**src/rtl/tx_controller.sv**
```systemverilog
// Sequencing FSM for the UART transmit datapath: accepts a byte on start/ready,
// then steps start, data, optional parity and stop bits, each held CLKS_PER_BIT clocks.
module tx_controller #(
   parameter int CLKS_PER_BIT = 16,
   parameter int PARITY_EN    = 1,
   parameter int STOP_BITS    = 1
) (
   input  logic       clk,
   input  logic       reset,
   input  logic       tx_start,
   input  logic       count_eq_size,
   output logic       tx_ready,
   output logic       tx_busy,
   output logic       tx_done,
   output logic       reg_en,
   output logic       reset_reg,
   output logic       reset_count,
   output logic       count_en,
   output logic [1:0] mux2_sl
);

   localparam int BW = (CLKS_PER_BIT > 1) ? $clog2(CLKS_PER_BIT) : 1;
   localparam logic [BW-1:0] BAUD_LAST = BW'(CLKS_PER_BIT - 1);

   typedef enum logic [2:0] {
      S_IDLE   = 3'd0,
      S_START  = 3'd1,
      S_DATA   = 3'd2,
      S_PARITY = 3'd3,
      S_STOP   = 3'd4
   } state_t;

   state_t          r_state;
   state_t          w_next;
   logic [BW-1:0]   r_baud;
   logic            r_stop;
   logic            w_bit_end;
   logic            w_stop_last;

   assign w_bit_end   = (r_baud == BAUD_LAST);
   assign w_stop_last = (STOP_BITS == 1) ? 1'b1 : r_stop;

   // State register
   always_ff @(posedge clk) begin
      if (reset) begin
         r_state <= S_IDLE;
      end else begin
         r_state <= w_next;
      end
   end

   // Baud counter restarts on every state change and at each bit boundary within DATA/STOP
   always_ff @(posedge clk) begin
      if (reset) begin
         r_baud <= '0;
         r_stop <= 1'b0;
      end else begin
         if (r_state == S_IDLE || w_next != r_state || w_bit_end) begin
            r_baud <= '0;
         end else begin
            r_baud <= r_baud + {{(BW-1){1'b0}}, 1'b1};
         end
         if (r_state != S_STOP) begin
            r_stop <= 1'b0;
         end else if (w_bit_end) begin
            r_stop <= ~r_stop;
         end else begin
            r_stop <= r_stop;
         end
      end
   end

   // Next-state logic
   always_comb begin
      w_next = r_state;
      case (r_state)
         S_IDLE: begin
            if (tx_start) w_next = S_START;
            else          w_next = S_IDLE;
         end
         S_START: begin
            if (w_bit_end) w_next = S_DATA;
            else           w_next = S_START;
         end
         S_DATA: begin
            if (w_bit_end && count_eq_size) w_next = (PARITY_EN != 0) ? S_PARITY : S_STOP;
            else                            w_next = S_DATA;
         end
         S_PARITY: begin
            if (w_bit_end) w_next = S_STOP;
            else           w_next = S_PARITY;
         end
         S_STOP: begin
            if (w_bit_end && w_stop_last) w_next = S_IDLE;
            else                          w_next = S_STOP;
         end
         default: w_next = S_IDLE;
      endcase
   end

   // Datapath controls and handshake outputs
   always_comb begin
      tx_ready    = 1'b0;
      tx_busy     = 1'b1;
      tx_done     = 1'b0;
      reg_en      = 1'b0;
      reset_count = 1'b1;
      count_en    = 1'b0;
      mux2_sl     = 2'd1;
      reset_reg   = ~reset;
      case (r_state)
         S_IDLE: begin
            tx_ready    = 1'b1;
            tx_busy     = 1'b0;
            reg_en      = tx_start & ~reset;
            reset_count = 1'b0;
            mux2_sl     = 2'd1;
         end
         S_START: begin
            reset_count = 1'b0;
            mux2_sl     = 2'd0;
         end
         S_DATA: begin
            mux2_sl  = 2'd2;
            count_en = w_bit_end & ~count_eq_size;
         end
         S_PARITY: begin
            mux2_sl = 2'd3;
         end
         S_STOP: begin
            mux2_sl = 2'd1;
            tx_done = w_bit_end & w_stop_last;
         end
         default: begin
            mux2_sl = 2'd1;
         end
      endcase
   end

endmodule

```
**config.mk**
```make
export PLATFORM = sky130hd
export DESIGN_NAME = tx_controller
export DESIGN_NICKNAME = d
export VERILOG_FILES = /design/src/rtl/tx_controller.sv
export SDC_FILE = /design/constraint.sdc
export NUM_CORES = 1
export LEC_CHECK = 0
export ABC_AREA = 1
export BUFFER_PORTS_ARGS = -buffer_cell sky130_fd_sc_hd__buf_2
export CORE_AREA = 2 2 39 41
export CTS_CLUSTER_SIZE = 12
export DETAILED_ROUTE_END_ITERATION = 6
export DIE_AREA = 0 0 41 43
export GPL_TIMING_DRIVEN = 0
export MAX_ROUTING_LAYER = met4
export REMOVE_ABC_BUFFERS = 1
export SYNTH_ARGS = -nofsm -noshare
export SYNTH_HDL_FRONTEND = slang
export SYNTH_SLANG_ARGS = --single-unit
```
**constraint.sdc**
```tcl
create_clock -name clk -period 1.8 [get_ports clk]
set_input_delay 0.09 -clock clk [delete_from_list [all_inputs] [get_ports clk]]
set_output_delay 0.09 -clock clk [all_outputs]
set_load 0.02 [all_outputs]
```
Yosys cells after proc, flatten, opt, wreduce, memory -nomap -nowiden
Index checks and enable logic that the tools add are counted.
{ "word_totals": {"reg_bits": 7, "input_bits": 4, "output_inout_bits": 9, "elab_cells": 32} }
{ "classes": {"n_addsub": 1, "eq_ne": 6, "n_mux": 13, "n_bitwise": 4, "reduce_logical": 6} }
{ "op_table": {"columns": ["op", "n"], "rows": [
  ["3-bit case mux with 5 select lines", 1],
  ["1-bit two-way mux", 8],
  ["3-bit by 2-bit == test with 1-bit output, second input constant", 2],
  ["3-bit two-way mux", 2],
  ["2-bit case mux with 3 select lines", 1],
  ["4-bit by 1-bit adder with 4-bit output, second input constant", 1],
  ["4-bit == test, second input constant", 1],
  ["2-bit OR reduction", 2],
  ["3-bit by 1-bit == test with 1-bit output, second input constant", 1],
  ["3-bit == test, second input constant", 1],
  ["3-bit zero test", 1],
  ["3-bit != test", 1],
  ["1-bit bitwise AND", 2],
  ["1-bit logical OR", 2],
  ["2-bit two-way mux", 1],
  ["1-bit NOT", 2],
  ["1-bit logical AND", 1]
]} }

Longest topological paths before layout
{ "depth": {"ltp_word": 8, "depth_mapped": 6, "mapped_depth_nobuf": 6} }

Worst setup path before layout
No wires, ideal clock.
{ "synth_timing": {"path_kind": "register to output", "from": "register r_baud[0]", "to": "output port count_en", "arrival_ns": 1.234, "required_ns": 1.710, "path_slack_ns": 0.476, "path_stages_with_launch": 4, "path_cell_list": "dfxtp_1 ha_1 nand3_4 nor3_1"} }
{ "synth_via": {"elab_chain_cells": 3} }
{ "synth_rtl": {"columns": ["item", "line", "text"], "rows": [
  ["start: declaration", "35", "logic [BW-1:0] r_baud;"],
  ["start signal: assignment", "61", "r_baud <= r_baud + {{(BW-1){1'b0}}, 1'b1};"],
  ["4-bit == test", "40", "assign w_bit_end = (r_baud == BAUD_LAST);"],
  ["1-bit bitwise AND", "125", "count_en = w_bit_end & ~count_eq_size;"],
  ["1-bit two-way mux", "111", "case (r_state)"],
  ["end: declaration", "18", "output logic count_en,"]
]} }
Every way passes these cells.

Worst setup path in the final report
Ends and elaborated chain as after synthesis.

==> results.md <==
* Outcome: finished clean
* Combinational share of power at 15.1%
* Cts bufs inserted at 3
* Reg clk slew, reported paths at ~0.050 ns
* Synthesized instance count at 52
* Area grow syn2layout at 26.23%
* Max Fanout on Critical Path at 8
* Die area at 0.001763 mm²
* Chip height at approximately 43 µm
* Layout cell share with drive strength beyond 1 at roughly 43%
* Seq/Total Area, Yosys at between 30% and 40%
* Yosys reg bits at 7
* Worst-Margin Slew at about 0.20 ns
* Switching power at around 95 µW
* H-tree depth at 1
* RePlAce Congestion at 0.6398
* GRT Overall Usage at roughly 11%
* CP cell instances: ha_1 > nand3_4 > nor3_1 > buf_2
* Setup Skew at approximately 0.00048 ns
* Io pins at 13
* Vias in the first global route at about 310
* DR pass1 iterations at 2
* Synth cell types at 19
* Nets@finish at between 70 and 80
* Port Buf Inserts at 12
* Max-slew headroom at 86.50%
* Antenna cells at 0
* DRT iter0 DRCs at 1
* Dominant synthesized flop cell: dfxtp_1
* Final Hold Vio Count at 0
* # setup viols final at 0
* # DRC at 0
* Placed inst area at slightly below 500 µm²
* Post-cts hold buffer count at 0
* CP Launch Type: flip-flop
* Initial antenna violation count at 0
* Detailed Place HPWL at ~600 µm
* Most numerous cell in the Yosys netlist: nor2_1
* Synth cell count leaders: nor2_1 (8), dfxtp_1 (7), nand2_1 (6), nor2_2 (6), inv_1 (4)
* First-pass GRT wire length at between 1000 and 1500 µm
* Crit Path Class: flip-flop to primary output
* Fillers at 156
* Row Count at 14
* Clock power frac at 39.5%
* Routed wire per std cell at between 8 and 9 µm
* Die W at 41 µm
* Pleak at 0.2269 nW
* Layout Utilization at between 30% and 40%
* Clock Sinks at 7
* Tmin final at between 1.5 and 2 ns
* Max Slew Vio Count at 0
* Synth top area share at 34.57%
* Synth area leaders: dfxtp_1 (35%), nor2_2 (9.3%), nor2_1 (7.4%)
* Sequential share of power at 45.5%
* Post-Route WL at about 730 µm
* Worst Path Arrival at 1.41 ns
* Sw Share at 26.58%
* P_int at about 260 µW
* Setup Total Neg Slack at 0 ns
* Post-Synthesis Cell Area at about 400 µm²
* Maxcap violations at 0
* P per Cell Area at about 700 mW/mm²
* PostCTS Resize Cnt at 0
* CTS tree: done
* RSZ-0062 raised after global routing: false
* Worst path slowest cell: dfxtp_1
* Synthesis warning total at 0
* CP required at between 1.5 and 2 ns
* Worst Hold Class: input pin to flip-flop
* Final Cell Area at 511.7 µm²
* Root Buffer: clkbuf_4
* FFs w/ async S/R, synth at 0%
* GRT overflow at 0
* Fin crit share at a little over four fifths
* EDFF count, synth at 0
* Core area at between 0.001 and 0.0015 mm²
* Postcts setup bufs at 0
* Synth area leader: dfxtp_1
* Largest net degree at the start of global routing at 9
* Initial Util at about 29%
* Crit end category: primary output
* Max Clk Rate at between 600 and 700 MHz
* CP max stage delay at around 0.37 ns
* Max VDD drop at between 0.3 and 0.4 mV
* Worst-skew pair later-pin latency at 0.25 ns
* Vias per cell at about 4.3
* Maximum buffer depth of the clock tree at 2
* DRT antenna net count at 0
* Mean post-synth cell area at 7.796 µm²
* Via count at around 360
-- power by group through the flow --
stage	combinational, mW	sequential, mW	clock (mW)
global placement	0.0548	0.166	0
finish	0.0538	0.163	0.141
CTS	0.0549	0.162	0.149
global route	0.0606	0.163	0.160
floorplan	0.0383	0.165	0
detailed placement	0.0547	0.166	0
-- logic make-up (layout without fill, tap and decap cells) --
family                     after synthesis  count (layout)  synth area share, %
xor gates and xnor gates                 2               2                4.322
adders and majority gates                1               1                3.086
and+or+nand+nor                         31              31                46.61
DFF                                      7               7                34.57
AOI/OAI and AO/OA                        4               4                4.938
buffers and inverters                    7              23                6.480
-- area by class of cell --
cell class | instances | area, µm² | area share (%)
Tap cell | 16 | 20.02 | 3.912
Inverter | 7 | 26.28 | 5.134
Clock buffer | 4 | 26.28 | 5.134
Timing Repair Buffer | 12 | 60.06 | 11.74
Sequential cell | 7 | 140.1 | 27.38
Multi-Input combinational cell | 38 | 239.0 | 46.70
-- stage by stage --
stage | hold WS [ns] | cells | setup WS (ns) | power [mW]
finish | 0.06229 | 84 | 0.2970 | 0.3575
global placement | 0.3327 | 80 | 0.5318 | 0.2205
detailed placement | 0.3243 | 80 | 0.5674 | 0.2204
floorplan | 0.1591 | 52 | 0.4757 | 0.2036
CTS | 0.05880 | 84 | 0.2725 | 0.3661
global route | 0.06918 | 84 | 0.2279 | 0.3833
-- worst max-delay path, delay by kind of cell, from the launching register on --
family                     cells  cell delay [ns]
DFF                            1             0.37
and+or+nand+nor                2             0.34
buffers and inverters          1             0.19
adders and majority gates      1             0.27
-- cell usage in the layout, fill, tap and decap left out, types with 2 or more instances in the layout --
cell type,netlist,routed
o21ai_1,2,2
dfxtp_1,7,7
nor3_1,2,2
buf_2,0,12
clkbuf_4,0,3
inv_1,4,4
nor2_1,8,8
nand3_1,3,3
nor2_2,6,6
a21oi_1,2,2
nand2_1,6,6
inv_2,3,3
-- metal layers --
layer,vias up,global-route usage [%],share of wire (%)
met5,-,-,0
met4,0,10.00,2.5
met3,4,3.141,7.0
met2,12,13.13,44
met1,148,13.64,46
li1,197,-,-
-- registers in the layout, indices dropped and copies added (netlist names) --
signal   cells
r_state      3
r_baud       4
-- path summary, 6_finish.rpt --
path         startpoint    endpoint  slack, ns  cells past startpoint
max           r_baud[0]    count_en       0.30                      4
min               reset  r_state[1]       0.06                      2
max reg2reg   r_baud[0]  r_state[0]       0.63                      6
min reg2reg   r_baud[0]   r_baud[0]       0.46                      1
Power figures use the tool's default switching activity.
